## src/rtl/register_scoreboard_decoder.sv

```systemverilog
// Register scoreboard and writeback decoder.
// Decodes the writeback destination into a registered one-hot register-file
// write strobe, tracks registers whose results are still in flight, and
// raises a combinational stall toward issue on RAW/WAW hazards. A writeback
// landing in the same cycle as a dependent issue resolves the hazard.
module register_scoreboard_decoder #(
    parameter int ADDR_WIDTH   = 4,
    parameter int NUM_REGS     = 2**ADDR_WIDTH,
    parameter int R0_HARDWIRED = 0
) (
    input  logic                  clk,
    input  logic                  reset,
    input  logic                  issue_en,
    input  logic [ADDR_WIDTH-1:0] issue_addr,
    input  logic [ADDR_WIDTH-1:0] src_a_addr,
    input  logic [ADDR_WIDTH-1:0] src_b_addr,
    input  logic                  wb_en,
    input  logic [ADDR_WIDTH-1:0] wb_addr,
    output logic [NUM_REGS-1:0]   write_enable,
    output logic [NUM_REGS-1:0]   busy,
    output logic                  stall,
    output logic [ADDR_WIDTH:0]   pending_count,
    output logic                  wb_orphan
);

    // Register 0 is a constant when hardwired: it never becomes busy and is
    // never strobed for writing.
    localparam logic R0_FIXED = (R0_HARDWIRED != 0);

    logic [NUM_REGS-1:0]   busy_reg;
    logic [NUM_REGS-1:0]   busy_next;
    logic [NUM_REGS-1:0]   write_enable_reg;
    logic [NUM_REGS-1:0]   wb_clear;
    logic [NUM_REGS-1:0]   issue_set;
    logic [NUM_REGS-1:0]   eff_busy;
    logic [ADDR_WIDTH:0]   pending_count_reg;
    logic [ADDR_WIDTH:0]   pending_count_next;
    logic                  wb_orphan_reg;
    logic                  wb_orphan_next;
    logic                  issue_ok;
    logic                  wb_to_r0;

    // Per-register decode of the writeback clear and the issue set.
    generate
        for (genvar gi = 0; gi < NUM_REGS; gi++) begin : g_decode
            localparam logic IS_FIXED = R0_FIXED && (gi == 0);
            assign wb_clear[gi]  = wb_en && (wb_addr == ADDR_WIDTH'(gi)) && !IS_FIXED;
            assign issue_set[gi] = issue_ok && (issue_addr == ADDR_WIDTH'(gi)) && !IS_FIXED;
        end
    endgenerate

    // A writeback in this cycle already satisfies the pending result, so it
    // is removed from the hazard view before the stall check.
    assign eff_busy = busy_reg & ~wb_clear;

    // Sources give the RAW check, the destination gives the WAW check.
    assign stall    = issue_en & (eff_busy[src_a_addr] |
                                  eff_busy[src_b_addr] |
                                  eff_busy[issue_addr]);
    assign issue_ok = issue_en & ~stall;

    // Set is applied after clear so a re-issue to the register being written
    // back keeps it busy.
    assign busy_next = eff_busy | issue_set;

    assign wb_to_r0       = R0_FIXED && (wb_addr == '0);
    assign wb_orphan_next = wb_en & ~busy_reg[wb_addr] & ~wb_to_r0;

    // Population count of the next scoreboard, one bit wider than the address
    // so a fully busy file is representable.
    always_comb begin
        pending_count_next = '0;
        for (int i = 0; i < NUM_REGS; i++) begin
            pending_count_next = pending_count_next + (ADDR_WIDTH+1)'(busy_next[i]);
        end
    end

    // State update; reset discards pending work and suppresses any strobe.
    always_ff @(posedge clk) begin
        if (reset) begin
            busy_reg          <= '0;
            write_enable_reg  <= '0;
            pending_count_reg <= '0;
            wb_orphan_reg     <= 1'b0;
        end else begin
            busy_reg          <= busy_next;
            write_enable_reg  <= wb_clear;
            pending_count_reg <= pending_count_next;
            wb_orphan_reg     <= wb_orphan_next;
        end
    end

    assign busy          = busy_reg;
    assign write_enable  = write_enable_reg;
    assign pending_count = pending_count_reg;
    assign wb_orphan     = wb_orphan_reg;

endmodule
```

## config.mk

```make
export PLATFORM = sky130hd
export DESIGN_NAME = register_scoreboard_decoder
export DESIGN_NICKNAME = d
export VERILOG_FILES = /design/src/rtl/register_scoreboard_decoder.sv
export SDC_FILE = /design/constraint.sdc
export NUM_CORES = 1
export LEC_CHECK = 0
export CORE_MARGIN = 5
export CORE_UTILIZATION = 35
export CTS_CLUSTER_SIZE = 20
export DETAILED_ROUTE_END_ITERATION = 16
export GPL_TIMING_DRIVEN = 0
export PLACE_DENSITY_LB_ADDON = 0.15
export SLEW_MARGIN = 10
export SYNTH_ARGS = -nofsm -noshare
export SYNTH_HDL_FRONTEND = slang
export SYNTH_SLANG_ARGS = --single-unit
export TNS_END_PERCENT = 100
```

## constraint.sdc

```tcl
create_clock -name clk -period 5 [get_ports clk]
set_input_delay 0.5 -clock clk [delete_from_list [all_inputs] [get_ports clk]]
set_output_delay 0.5 -clock clk [all_outputs]
set_load 0.005 [all_outputs]
```

==> results.ini <==
[outcome]
status=complete, but fails checks
violations=setup timing

[global_routing]
number_of_global_route_vias_before_repair=2471
grt_use_total_pct=18.8
grt_antenna_before_repair=0
grt-ovfl-total=0
grt_max_degree=14
wire_length_of_the_first_global_routing_pass_um=12600

[clock_tree]
path_clk_slew_ps=90
clockBufferDepth=2
cts.sink_count=38
cts-root-buf=sky130_fd_sc_hd__clkbuf_8
numCtsBuffers=5
cts_tree=yes
holdBufCountCts=0
worstSkewPairLatency_ps=300
htree_num_levels=2

[die]
start_util_pct=35.8
floorplan.io_pins=59
core.rowCount=30
core-area_mm2=0.00676
chipWidth_um=93.2
dieArea_mm2=0.00868
die_height_um=93.2

[route]
post_drt_wl_per_cell_um=19.0
drt_drc_violations_left=0
dr_total_vias=2552
postRouteAntennaNets=0
via_per_instance_ratio=5.84
drt-pass1-iter-count=5
drt_wl_total_um=8300
drt_iter0_drc=184

[pwr]
p_leak_nw=1.36
ir_drop_uv=123
power_uw=791
power_density_mw_per_mm2=216

[yosys]
mappedNetlistArea_mm2=0.00242
avgSynthCellArea_um2=8.96
mappedNetlistNets=305
synth.distinct_cells=50
post_synthesis_sequential_area_ratio_pct=31.4
synth_top_cell_area_share_pct=31.4
synthCells=270
yosys.area.top_type=sky130_fd_sc_hd__dfxtp_1
synth-warning-count=0
ys_seq_elements=38
synth_top_flop_cell=sky130_fd_sc_hd__dfxtp_1
asyncSetResetFlopFracSynth_pct=0
synth_top_cells_by_area=sky130_fd_sc_hd__dfxtp_1 (31%), sky130_fd_sc_hd__fa_1 (8.3%), sky130_fd_sc_hd__o211ai_1 (5.0%), sky130_fd_sc_hd__o22ai_1 (4.7%), sky130_fd_sc_hd__o21ai_0 (4.1%)
synth_edf_count=0

[layout]
area_taken_by_flip_flops_and_latches_um2=761
commonest_non_fill_non_tap_cell_in_the_layout=sky130_fd_sc_hd__clkdlybuf4s50_1
fillCellCount=601
antenna-diode-count=0
drive_gt1_share_pct=29.1
multiInputGateArea_mm2=0.00174
layout_net_count=391
most_used_cells_in_the_layout_excluding_fill_and_tap_cells=sky130_fd_sc_hd__clkdlybuf4s50_1 (49), sky130_fd_sc_hd__dfxtp_1 (38), sky130_fd_sc_hd__buf_4 (27), sky130_fd_sc_hd__nor2_1 (25), sky130_fd_sc_hd__o22ai_1 (18)
area.growth.synth_to_final_pct=51.3

[worst_setup_path]
crit_fanout=7
critical_path.top_delay_family=adder cells
worst-path-buf-inv=7
critical_path.startpoint=wb_addr[1]
crit_path_cell_trace=buf_6 > buf_8 > or3b_4 > o21ai_4 > buf_4 > o211ai_1 > nand4_1 > and4_1 > buf_6 > nand3_4 > o21a_1 > fa_1 > inv_2 > fa_2 > fa_1 > inv_1 > fa_1 > fa_2 > inv_2 > fa_2 > nor2b_1
minimum_setup_slack_among_reg_to_reg_paths_ps=230
cp.required_ps=5170
crit_path_max_delay_cell_type=sky130_fd_sc_hd__fa_1
critPathLaunchType=primary input
timing.setup.critical_path_class=in -> reg
worst_r2r_startpoint=busy[10]
cp_capture_type=flop
cpPeakStageDelay_ps=550
worst-endpoint-arrival_ps=5390

[sta]
hold_violations=0
timing_max_transition_violations_final=0
period_needed_ps=5230
layout_worst_path_cycle_share_pct=105
setup_violations=4
clock-skew-final_ps=11.7
unrepaired_setup_endpoints_after_global_routing=yes
layout_setup_ws_ps=-227
achievable-frequency_mhz=191
worst_slew_pin_slew_ps=507
hold_ws_ps=531
maxSlewHeadroom_pct=66.2

[run]
timing.max_cap.violations=0

[worst_hold_path]
hold_path.startpoint=wb_en
hold_path.class=in -> reg

[place]
finalWeightedCongestion=0.950
port_buffers=53
placed_wire_length_estimate_um=5780
dpl_worst_slack_ps=-1430

## final timing paths
| check | cells past startpoint | to |
|---|---|---|
| worst max-delay path | 21 | pending_count[1] |
| worst min-delay path | 3 | wb_orphan |
| worst max register to register | 18 | pending_count[1] |
| worst min register to register | 2 | busy[10] |
## Yosys cell counts, drive strengths merged (2+ instances only)
library cell  number
a21o               2
a21oi              2
a221oi             2
a31oi              4
buf                7
clkbuf            12
dfxtp             38
fa                10
ha                 5
inv               17
mux2i              8
mux4               4
nand2              4
nand2b             6
nand3              9
nand3b             6
nand4              3
nor2              25
nor2b              6
o2111ai            7
o211ai            16
o21a               8
o21ai             24
o22ai             18
o311ai             2
o31ai              2
or2                7
or3b               3
## power by group
part	switching, mW	total, mW	internal, mW
Combinational	0.0855	0.159	0.0736
Sequential	0.00357	0.311	0.308
Clock	0.121	0.321	0.200
## timing repair
action                                  CTS  global route
cloned                                    0             0
gates resized for setup                  66            15
pin swaps                                22            15
endpoints found under the setup margin    5             5
buffers inserted                         20             9
## worst register-to-register path: stages, from the launching register on
cell	delay (ps)
sky130_fd_sc_hd__dfxtp_1	360
sky130_fd_sc_hd__inv_1	80
sky130_fd_sc_hd__a31oi_2	60
sky130_fd_sc_hd__a2111o_1	430
sky130_fd_sc_hd__nand4_1	100
sky130_fd_sc_hd__and4_1	220
sky130_fd_sc_hd__buf_6	140
sky130_fd_sc_hd__nand3_4	80
sky130_fd_sc_hd__o21a_1	200
sky130_fd_sc_hd__fa_1	550
sky130_fd_sc_hd__inv_2	40
sky130_fd_sc_hd__fa_2	530
sky130_fd_sc_hd__fa_1	410
sky130_fd_sc_hd__inv_1	80
sky130_fd_sc_hd__fa_1	420
sky130_fd_sc_hd__fa_2	350
sky130_fd_sc_hd__inv_2	80
sky130_fd_sc_hd__fa_2	400
sky130_fd_sc_hd__nor2b_1	130
## routing by layer
| layer | vias up | routed length (µm) | track usage, % | share of wire (%) |
|---|---|---|---|---|
| met4 | 0 | 352 | 10.1 | 4.2 |
| met2 | 136 | 4030 | 32.3 | 49 |
| met1 | 1206 | 3380 | 21.7 | 41 |
| met5 | - | 0 | 0 | 0 |
| met3 | 37 | 534 | 3.78 | 6.4 |
| li1 | 1173 | - | - | - |
## cells by family (layout without fill, tap and decap cells)
| family | after synthesis | count (layout) | share of synthesized area, % |
|---|---|---|---|
| AND/OR/NAND/NOR | 73 | 73 | 16.9 |
| flip-flops | 38 | 38 | 31.4 |
| AO/OA/AOI/OAI | 93 | 93 | 26.5 |
| buffers and inverters | 36 | 123 | 6.10 |
| multiplexers | 13 | 13 | 7.50 |
| XOR/XNOR | 2 | 2 | 0.724 |
| adder cells (fa/ha/maj) | 15 | 15 | 10.9 |
## final cells by class
class / instances / share of cell area, %
clock buffers: 5 / 1.88
plain buffers: 16 / 3.08
clock inverters: 3 / 1.88
multi-input cells: 196 / 47.4
well taps: 80 / 2.73
inverters: 17 / 1.74
repair buffers: 82 / 20.5
flip-flops and latches: 38 / 20.8
## metrics by stage
step / std cells / util (%) / cell area (µm²) / setup TNS, ps
final: 437 / 54.2 / 3660 / -572
after global routing: 437 / 54.2 / 3660 / -1110
after CTS: 428 / 52.4 / 3540 / -931
after detailed placement: 403 / 45.9 / 3100 / -6420
after global placement: 403 / 45.9 / 3100 / -6750
after floorplan: 270 / - / 2470 / -682
No activity file was read; power rests on OpenSTA's default activity.
